File: src/rtl/sram_controller.sv
// 32-bit load/store bridge onto a 16-bit asynchronous SRAM, one halfword per access state.
// Define SRAM_WAIT_STATE_EN to stretch each access state to two cycles for slower parts.
module sram_controller (
  input  logic        clk,
  input  logic        rst,
  input  logic        rd_en,
  input  logic        wr_en,
  input  logic [31:0] address,
  input  logic [31:0] writeData,
  output logic [31:0] readData,
  output logic        ready,
  output logic [17:0] SRAM_ADDR,
  output logic [15:0] SRAM_DQ_out,
  input  logic [15:0] SRAM_DQ_in,
  output logic        SRAM_DQ_oe,
  output logic        SRAM_WE_N
);

  typedef enum logic [1:0] {
    IDLE   = 2'd0,
    ACC_LO = 2'd1,
    ACC_HI = 2'd2,
    DONE   = 2'd3
  } state_t;

  state_t      state_reg, state_next;
  logic [31:0] addr_reg;
  logic [31:0] data_reg;
  logic        op_wr_reg;
  logic [31:0] read_data_reg;

  logic        req;
  logic        step;
  logic        in_access;
  logic [31:0] offset;
  logic [16:0] word;
  logic        unused_bits;

  assign req       = rd_en | wr_en;
  assign in_access = (state_reg == ACC_LO) || (state_reg == ACC_HI);

  // SRAM data space starts at byte 1024; lower addresses wrap to the top of the part.
  assign offset      = addr_reg - 32'd1024;
  assign word        = offset[18:2];
  assign unused_bits = ^{offset[31:19], offset[1:0]};

`ifdef SRAM_WAIT_STATE_EN
  logic wait_reg, wait_next;

  // Advance only on the second cycle of each access state.
  assign step = wait_reg;

  always_ff @(posedge clk or posedge rst) begin
    if (rst) begin
      wait_reg <= 1'b0;
    end else begin
      wait_reg <= wait_next;
    end
  end

  always_comb begin
    wait_next = 1'b0;
    if (in_access) begin
      wait_next = ~wait_reg;
    end
  end
`else
  assign step = 1'b1;
`endif

  // State register
  always_ff @(posedge clk or posedge rst) begin
    if (rst) begin
      state_reg <= IDLE;
    end else begin
      state_reg <= state_next;
    end
  end

  // Next-state logic
  always_comb begin
    state_next = state_reg;
    case (state_reg)
      IDLE:    if (req)  state_next = ACC_LO;
      ACC_LO:  if (step) state_next = ACC_HI;
      ACC_HI:  if (step) state_next = DONE;
      DONE:    state_next = IDLE;
      default: state_next = IDLE;
    endcase
  end

  // Request is captured once on leaving IDLE; later input changes are ignored.
  always_ff @(posedge clk or posedge rst) begin
    if (rst) begin
      addr_reg  <= 32'd0;
      data_reg  <= 32'd0;
      op_wr_reg <= 1'b0;
    end else if (state_reg == IDLE && req) begin
      addr_reg  <= address;
      data_reg  <= writeData;
      op_wr_reg <= wr_en;
    end
  end

  always_ff @(posedge clk or posedge rst) begin
    if (rst) begin
      read_data_reg <= 32'd0;
    end else if (!op_wr_reg && step) begin
      if (state_reg == ACC_LO) begin
        read_data_reg[15:0] <= SRAM_DQ_in;
      end else if (state_reg == ACC_HI) begin
        read_data_reg[31:16] <= SRAM_DQ_in;
      end
    end
  end

  assign readData = read_data_reg;

  // Output logic
  always_comb begin
    ready       = 1'b1;
    SRAM_ADDR   = 18'd0;
    SRAM_DQ_out = 16'd0;
    SRAM_DQ_oe  = 1'b0;
    SRAM_WE_N   = 1'b1;
    case (state_reg)
      IDLE: begin
        ready = ~req;
      end
      ACC_LO: begin
        ready     = 1'b0;
        SRAM_ADDR = {word, 1'b0};
        if (op_wr_reg) begin
          SRAM_DQ_out = data_reg[15:0];
          SRAM_DQ_oe  = 1'b1;
          SRAM_WE_N   = 1'b0;
        end
      end
      ACC_HI: begin
        ready     = 1'b0;
        SRAM_ADDR = {word, 1'b1};
        if (op_wr_reg) begin
          SRAM_DQ_out = data_reg[31:16];
          SRAM_DQ_oe  = 1'b1;
          SRAM_WE_N   = 1'b0;
        end
      end
      default: begin
        ready = 1'b1;
      end
    endcase
  end

endmodule
File: config.mk
export PLATFORM = sky130hd
export DESIGN_NAME = sram_controller
export DESIGN_NICKNAME = d
export VERILOG_FILES = /design/src/rtl/sram_controller.sv
export SDC_FILE = /design/constraint.sdc
export NUM_CORES = 1
export LEC_CHECK = 0
export ABC_CLOCK_PERIOD_IN_PS = 3400
export BUFFER_PORTS_ARGS = -buffer_cell sky130_fd_sc_hd__buf_2
export CORE_ASPECT_RATIO = 2
export CORE_MARGIN = 2
export CORE_UTILIZATION = 48
export DETAILED_ROUTE_END_ITERATION = 8
export PLACE_DENSITY = 0.91
export RECOVER_POWER = 100
export SLEW_MARGIN = 15
export SYNTH_ARGS = -nofsm -noshare
export SYNTH_HDL_FRONTEND = slang
export SYNTH_SLANG_ARGS = --single-unit
File: constraint.sdc
create_clock -name clk -period 3.4 [get_ports clk]
set_input_delay 0.68 -clock clk [delete_from_list [all_inputs] [get_ports clk]]
set_output_delay 0.68 -clock clk [all_outputs]
set_load 0.1 [all_outputs]
==> results.md, run 1 <==
- Status: finished, violations left
- Failing checks: capacitance limit, slew limit
- Residual DRC: 0
- Worst Skew: 5.15 ps
- Root buffer cell: clkbuf_16
- Post-Synth XOR/XNOR Area: 0.240%
- Top-Level Pins: 153
- Post-synth EDFFs: 0
- Register area share after synthesis: 57.7%
- Grt ovf: 0
- # diodes: 0
- Initial antenna violation count: 0
- Req. time, crit path: 2720 ps
- Top-area cell type share of the netlist area: 57.7%
- Vias per inst: 5.12
- Port buffer count: 137
- Final Hold Fails: 0
- Most used cell, CP: inv_1
- Max-capacitance violation count: 1
- Yosys cell types: 28
- DR iter-0 viols: 149
- Placer Congestion: 0.738
- Slew HR: -59.9%
- Fmax: 327 MHz
- Clk sinks: 84
- DP Cell Count: 497
- CTS max path bufs: 2
- Setup-failing EPs final: 0
- Worst r2r path cells: 6
- Commonest cells in the netlist: dfrtp_1, mux2_2, nor2_1
- Layout Cells excl Fill: 513
- Number of global-route vias before repair: 2637
- Cell with the most instances after synthesis: dfrtp_1
- Final Max Slew Viols: 68
- Post-detail-place hpwl: 5380 um
- Overall Global Routing Usage: 18.8%
- Critical path, cell by cell: inv_1 -> ha_1 -> nand2_1 -> buf_4 -> inv_1 -> clkbuf_1
- Antenna-violating nets left: 0
- Synth Instances: 273
- Die area: 8350 um2
- Top cells by area, synth: dfrtp_1, mux2_2, a22oi_1, nor2_1, ha_1
- Max stage delay cell, worst path: clkbuf_1
- Setup CP Type: reg -> out
- Max stage delay on crit path: 850 ps
- Compound-Gate Fraction of Synth Area: 6.35%
- CTS buffer count: 9
- Netlist Area Pre-Place: 3640 um2
- DRT Wirelength: 7480 um
- Slew @ Worst Pin: 2400 ps
- Drt first pass iters: 4
- H-tree depth: 3
- Post-synthesis mux area share: 25.0%
- Largest net degree at the start of global routing: 68
- Layout Nets: 503
- CTS tree: built
- Fraction of layout cells with a size suffix above 1: 51.6%
- Final period utilization: 90.0%
- Crit path time final: 3060 ps
- First-pass GRT wire length: 12000 um
- Hold path cells: 1
- Die H: 127 um
- Post-synth ARST share: 100%
- Critical Path Fanout Max: 18
- CP Capture Type: output port
- Post-cts resize count: 0
- Syn_nets: 362
- R2R setup slack: 990 ps
- Primary FF master, synth: dfrtp_1
- Initial core utilization: 48.7%
- Worst skew pair latency: 330 ps
- Area Overhead vs Synth: 30.0%
- CTS Hold Buffers Added: 0
- Largest family of logic cells by synthesized area: multiplexers
- Count of state elements after synthesis: 84
- Core area: 7490 um2
- Die width: 65.6 um
- Worst hold-check path type: reg -> reg
- Cell taking the most area after synthesis: dfrtp_1
- Adder-Cell Fraction of Synth Area: 1.72%
- # rows: 45
- Register clock-pin slew on the reported worst setup and hold paths: 60 ps
- Unrepaired setup endpoints after global routing: false
- Yosys warns: 0
- Via count: 2629
- Mean Syn Cell Area: 13.4 um2
- Worst Path Arrival: 2380 ps
- Wire per inst: 14.6 um
- Setup crit start kind: flop
- Post-CTS Setup Bufs: 0
- Post-Synth Simple-Gate Area: 6.52%
## stage by stage
step	utilization [%]	worst slack, ps	hold WS (ps)	setup TNS, ps	instance area [um2]
after floorplan	-	-325	471	-2290	3680
after global placement	59.9	789	479	0	4490
after detailed placement	59.9	780	484	0	4490
after CTS	64.2	417	497	0	4810
after global routing	63.3	235	503	0	4740
final	63.3	338	492	0	4740
## per-layer routing
layer | GRT usage (%) | vias to the layer above | share of wire [%]
li1 | - | 1252 | -
met1 | 22.2 | 1254 | 43
met2 | 31.2 | 114 | 46
met3 | 6.60 | 9 | 8.8
met4 | 7.35 | 0 | 1.7
met5 | 0 | - | 0
## cells in the final DEF, fill, tap and decap left out, types with 3 or more instances in the layout
cell type and instances:
dfrtp_1 84, nand2b_1 5, clkbuf_16 9, a22oi_1 16
nor2_2 9, mux2_2 81, and2_1 8, buf_2 68
clkbuf_2 36, o21ai_0 3, inv_1 7, clkbuf_1 39
a21oi_1 6, o31ai_1 3, buf_4 3, ha_1 4
nor2_1 11, nand2_1 4
## final timing paths
path / startpoint / to
max: state_reg[0]$_DFFE_PP0P_ / SRAM_DQ_oe
min: addr_reg[4]$_DFFE_PP0P_ / addr_reg[4]$_DFFE_PP0P_
max reg2reg: state_reg[1]$_DFFE_PP0P_ / readData[14]$_DFFE_PP0P_
min reg2reg: addr_reg[4]$_DFFE_PP0P_ / addr_reg[4]$_DFFE_PP0P_
max in group asynchronous: rst / addr_reg[18]$_DFFE_PP0P_
min in group asynchronous: rst / readData[5]$_DFFE_PP0P_
## final cells by class
cell class              count  area (um2)
clock buffers              12         246
flip-flops and latches     84        2100
fillers                   601        2750
inverters                   7        26.3
multi-input cells         168        1490
well taps                  94         118
repair buffers            144         682
clock inverters             4        72.6
## kinds of logic (layout without fill, tap and decap cells)
group,after synthesis,in the layout
AO/OA/AOI/OAI,34,34
XOR/XNOR,1,1
adder cells (fa/ha/maj),5,5
buffers and inverters,21,167
flip-flops,84,84
multiplexers,81,81
AND/OR/NAND/NOR,47,47
## worst max-delay path: cells and delay by family (launching register included)
kind          cells  cell delay (ps)
fa+ha+maj         1              360
flops             1              380
buf+inv           4             1240
simple gates      1               70
Power of run 1 is left out: the tool's default activity adds up to more than one toggle a clock period on the data nets, which glitch-free logic cannot reach.
==> run 2: changes to the inputs <==
--- a/config.mk
+++ b/config.mk
@@ -13,6 +13,8 @@
 export DETAILED_ROUTE_END_ITERATION = 8
 export PLACE_DENSITY = 0.91
 export RECOVER_POWER = 100
+export REMOVE_ABC_BUFFERS = 1
+export SETUP_SLACK_MARGIN = 0.2
 export SLEW_MARGIN = 15
 export SYNTH_ARGS = -nofsm -noshare
 export SYNTH_HDL_FRONTEND = slang
==> run 2 against run 1 <==
The run still ends with capacitance limit, slew limit left. Maximum frequency increased by 1.5%. Non-clock buffer count decreased by 2. Worst hold slack improved by 1.4 ps. Setup slack improved by 47 ps. Highest routed layer unchanged. Global-route usage rose by 0.90 points.
==> results.md, run 2 (same netlist as run 1, synthesis figures left out) <==
- CTS buffer count: 9 (unchanged)
- DR iter-0 viols: 116 (was 149)
- FILL cells: 621 (was 601)
- Setup crit start kind: flop (unchanged)
- Top-Level Pins: 153 (unchanged)
- Number of global-route vias before repair: 2676 (was 2637)
- # rows: 45 (unchanged)
- Post-detail-place hpwl: 5550 um (was 5380 um)
- Fmax: 332 MHz (was 327 MHz)
- Max stage delay on crit path: 550 ps (was 850 ps)
- Root buffer cell: clkbuf_16 (unchanged)
- Worst Path Arrival: 2330 ps (was 2380 ps)
- Post-CTS Setup Bufs: 0 (unchanged)
- Final Max Slew Viols: 85 (was 68)
- Residual DRC: 0 (unchanged)
- Register clock-pin slew on the reported worst setup and hold paths: 60 ps (about the same)
- Commonest non-fill, non-tap cells in the layout: dfrtp_1, mux2_2, buf_2 (unchanged)
- Most common cell after layout, fill and taps aside: dfrtp_1 (unchanged)
- Drt first pass iters: 4 (unchanged)
- DP Area: 4450 um2 (was 4490 um2)
- Worst skew pair latency: 330 ps (about the same)
- Antenna-violating nets left: 0 (unchanged)
- Vias per inst: 5.23 (was 5.12)
- # diodes: 0 (unchanged)
- CTS tree: built (unchanged)
- Worst Skew: 4.91 ps (was 5.15 ps)
- Wire per inst: 15.0 um (was 14.6 um)
- Final instance area: 4680 um2 (was 4740 um2)
- Req. time, crit path: 2720 ps (about the same)
- Max-capacitance violation count: 1 (unchanged)
- Unrepaired setup endpoints after global routing: false (unchanged)
- Die width: 65.6 um (unchanged)
- Post-cts resize count: 0 (unchanged)
- Final period utilization: 88.7% (was 90.0%)
- Area occupied by multi-input gates: 1450 um2 (was 1490 um2)
- Layout Nets: 501 (was 503)
- Port buffer count: 137 (unchanged)
- Reg area: 2100 um2 (unchanged)
- Core area: 7490 um2 (unchanged)
- Setup-failing EPs final: 0 (unchanged)
- Crit path time final: 3010 ps (was 3060 ps)
- Failing checks: capacitance limit, slew limit (unchanged)
- Status: finished, violations left (unchanged)
- Critical path, cell by cell: or4_4 -> or4_1 -> a21oi_1 -> clkbuf_2 (was inv_1 -> ha_1 -> nand2_1 -> buf_4 -> inv_1 -> clkbuf_1)
- Slew @ Worst Pin: 1970 ps (was 2400 ps)
- H-tree depth: 3 (unchanged)
- CTS Hold Buffers Added: 0 (unchanged)
- Slew HR: -31.1% (was -59.9%)
- Max stage delay cell, worst path: or4_4 (was clkbuf_1)
- Setup CP Type: reg -> out (unchanged)
- Initial antenna violation count: 0 (unchanged)
- Die area: 8350 um2 (unchanged)
- Grt ovf: 0 (unchanged)
- Final Hold Fails: 0 (unchanged)
- Area Overhead vs Synth: 28.4% (was 30.0%)
- Overall Global Routing Usage: 19.7% (was 18.8%)
- Fraction of layout cells with a size suffix above 1: 49.0% (was 51.6%)
- Die H: 127 um (unchanged)
- DRT Wirelength: 7670 um (was 7480 um)
- Critical Path Fanout Max: 6 (was 18)
- First-pass GRT wire length: 12700 um (was 12000 um)
- Via count: 2668 (was 2629)
- CTS max path bufs: 2 (unchanged)
- Initial core utilization: 48.7% (unchanged)
- Worst hold-check path type: reg -> reg (unchanged)
- Largest net degree at the start of global routing: 85 (was 68)
- Placer Congestion: 0.709 (was 0.738)
- Clk sinks: 84 (unchanged)
- CP Capture Type: output port (unchanged)
==> run 2: final cells by class <==
cell class                      instances  share of cell area (%)
Timing Repair Buffer                  142                    14.4
Tap cell                               94                    2.51
Clock inverter                          5                    1.66
Multi-Input combinational cell        168                    31.1
Clock buffer                           10                    4.89
Inverter                                7                   0.588
Sequential cell                        84                    44.9
==> run 2: critical path: cells and delay by family, from the launching register on <==
family	cells	cell delay, ps
and+or+nand+nor	2	960
buffers and inverters	1	470
DFF	1	420
AOI/OAI and AO/OA	1	150
==> run 2: worst paths after layout <==
path | from | slack (ps) | to | cells past startpoint
setup / recovery | addr_reg[14]$_DFFE_PP0P_ | 390 | SRAM_ADDR[17] | 4
hold / removal | addr_reg[6]$_DFFE_PP0P_ | 490 | addr_reg[6]$_DFFE_PP0P_ | 1
setup reg to reg | state_reg[0]$_DFFE_PP0P_ | 1030 | data_reg[26]$_DFFE_PP0P_ | 5
hold reg to reg | addr_reg[6]$_DFFE_PP0P_ | 490 | addr_reg[6]$_DFFE_PP0P_ | 1
max in group asynchronous | rst | 1190 | data_reg[8]$_DFFE_PP0P_ | 3
min in group asynchronous | rst | 1070 | addr_reg[5]$_DFFE_PP0P_ | 3
==> run 2: layer usage <==
layer  vias up  GRT usage, %  part of all wire (%)  wire, um
li1       1245             -                     -         -
met1      1289          24.9                    42      3200
met2       122          31.5                    48      3660
met3        12          7.31                   9.1       699
met4         0          6.25                   1.4       111
met5         -             0                     0         0
==> run 2: per-stage QoR <==
stage | std cells | setup TNS, ps | setup slack (ps) | util [%] | hold WS, ps
global route | 510 | 0 | 247 | 62.5 | 514
global placement | 495 | 0 | 791 | 59.4 | 478
finish | 510 | 0 | 385 | 62.5 | 494
CTS | 510 | 0 | 421 | 63.5 | 452
detailed placement | 495 | 0 | 792 | 59.4 | 485
floorplan | 259 | -21180 | -2530 | - | 471
Power of run 2 is left out for the same reason.
==> run 3: changes to the inputs <==
--- a/config.mk
+++ b/config.mk
@@ -8,7 +8,6 @@
 export ABC_CLOCK_PERIOD_IN_PS = 3400
 export BUFFER_PORTS_ARGS = -buffer_cell sky130_fd_sc_hd__buf_2
 export CORE_ASPECT_RATIO = 2
-export CORE_MARGIN = 2
 export CORE_UTILIZATION = 48
 export DETAILED_ROUTE_END_ITERATION = 8
 export PLACE_DENSITY = 0.91
==> run 3 against run 2 <==
The run still ends with capacitance limit, slew limit left. Final cell count shrank 0.20%. Utilization grew 1.5 points. Critical path depth grew 1. Routed wire length grew 6.0%.
==> results.md, run 3 (same netlist as run 1, synthesis figures left out) <==
- Worst Path Arrival: 2480 ps (was 2330 ps)
- Slew @ Worst Pin: 2220 ps (was 1970 ps)
- Final core occ: 64.0% (was 62.5%)
- First-pass GRT wire length: 13100 um (was 12700 um)
- Die H: 125 um (was 127 um)
- Slew HR: -48.4% (was -31.1%)
- Clk sinks: 84 (unchanged)
- Die area: 7970 um2 (was 8350 um2)
- Top-Level Pins: 153 (unchanged)
- Layout Nets: 501 (unchanged)
- Tightest hold margin: 504 ps (was 494 ps)
- Antenna-violating nets left: 0 (unchanged)
- Post-CTS Setup Bufs: 0 (unchanged)
- Post-detail-place hpwl: 5840 um (was 5550 um)
- Area Overhead vs Synth: 28.6% (was 28.4%)
- Via count: 2730 (was 2668)
- CTS tree: built (unchanged)
- CTS buffer count: 9 (unchanged)
- Status: finished, violations left (unchanged)
- Setup ws final: 240 ps (was 385 ps)
- Root buffer cell: clkbuf_16 (unchanged)
- DRT Wirelength: 8130 um (was 7670 um)
- Fmax: 316 MHz (was 332 MHz)
- Failing checks: capacitance limit, slew limit (unchanged)
- Drt first pass iters: 4 (unchanged)
- Initial core utilization: 49.8% (was 48.7%)
- Setup CP Type: reg -> out (unchanged)
- Dpl ws: 694 ps (was 792 ps)
- Post-cts resize count: 0 (unchanged)
- Final Hold Fails: 0 (unchanged)
- Port buffer count: 137 (unchanged)
- Most common cell after layout, fill and taps aside: dfrtp_1 (unchanged)
- CTS max path bufs: 2 (unchanged)
- CP Capture Type: output port (unchanged)
- Wire per inst: 16.0 um (was 15.0 um)
- Commonest non-fill, non-tap cells in the layout: dfrtp_1, mux2_2, buf_2 (unchanged)
- Grt ovf: 0 (unchanged)
- CTS Hold Buffers Added: 0 (unchanged)
- Vias per inst: 5.36 (was 5.23)
- Register clock-pin slew on the reported worst setup and hold paths: 60 ps (about the same)
- Crit path time final: 3160 ps (was 3010 ps)
- DR iter-0 viols: 122 (was 116)
- Initial antenna violation count: 0 (unchanged)
- Critical Path Fanout Max: 18 (was 6)
- Unrepaired setup endpoints after global routing: false (unchanged)
- Largest net degree at the start of global routing: 63 (was 85)
- Residual DRC: 0 (unchanged)
- Number of global-route vias before repair: 2895 (was 2676)
- Fraction of layout cells with a size suffix above 1: 49.2% (was 49.0%)
- Final Max Slew Viols: 63 (was 85)
- # diodes: 0 (unchanged)
- Worst skew pair latency: 330 ps (about the same)
- Die width: 63.6 um (was 65.6 um)
- Core area: 7320 um2 (was 7490 um2)
- H-tree depth: 3 (unchanged)
- Req. time, crit path: 2720 ps (about the same)
- # rows: 44 (was 45)
- Overall Global Routing Usage: 21.6% (was 19.7%)
- Setup TNS: 0 ps (unchanged)
- Setup crit start kind: flop (unchanged)
- Max-capacitance violation count: 1 (unchanged)
- Worst hold-check path type: reg -> reg (unchanged)
- Placer Congestion: 0.735 (was 0.709)
- Setup-failing EPs final: 0 (unchanged)
- Final period utilization: 92.9% (was 88.7%)
- Worst Skew: 4.07 ps (was 4.91 ps)
==> run 3: path summary, 6_finish.rpt <==
kind                                     startpoint                        to  slack (ps)  cells after the start
min                         addr_reg[5]$_DFFE_PP0P_   addr_reg[5]$_DFFE_PP0P_         500                      1
min reg2reg                 addr_reg[5]$_DFFE_PP0P_   addr_reg[5]$_DFFE_PP0P_         500                      1
max                        state_reg[0]$_DFFE_PP0P_           SRAM_DQ_out[15]         240                      5
min in group asynchronous                       rst   addr_reg[8]$_DFFE_PP0P_        1090                      2
max in group asynchronous                       rst  data_reg[29]$_DFFE_PP0P_         990                      3
max reg2reg                state_reg[0]$_DFFE_PP0P_  data_reg[14]$_DFFE_PP0P_         940                      5
==> run 3: layout make-up <==
class	instances	area (um2)
fillers	577	2640
flip-flops and latches	84	2100
multi-input cells	168	1450
repair buffers	142	674
clock buffers	9	225
well taps	92	115
clock inverters	7	91.3
inverters	7	26.3
==> run 3: layer usage <==
metal	wire length (um)	up-vias	share of wire [%]	GRT usage, %
met5	0	-	0	0
li1	-	1245	-	-
met2	4680	99	58	40.0
met4	275	0	3.4	12.0
met1	2870	1363	35	22.2
met3	312	23	3.8	3.56
==> run 3: metrics by stage <==
stage / area [um2] / cells
after global placement: 4430 / 493
after CTS: 4750 / 509
after global routing: 4690 / 509
after floorplan: 3580 / 259
after detailed placement: 4430 / 493
final: 4690 / 509
==> run 3: critical path, stage by stage, from the launching register on <==
cell,delay (ps)
dfrtp_1,380
inv_1,100
ha_1,370
nand2_1,460
nor2_1,340
clkbuf_2,500
Power of run 3 is left out for the same reason.
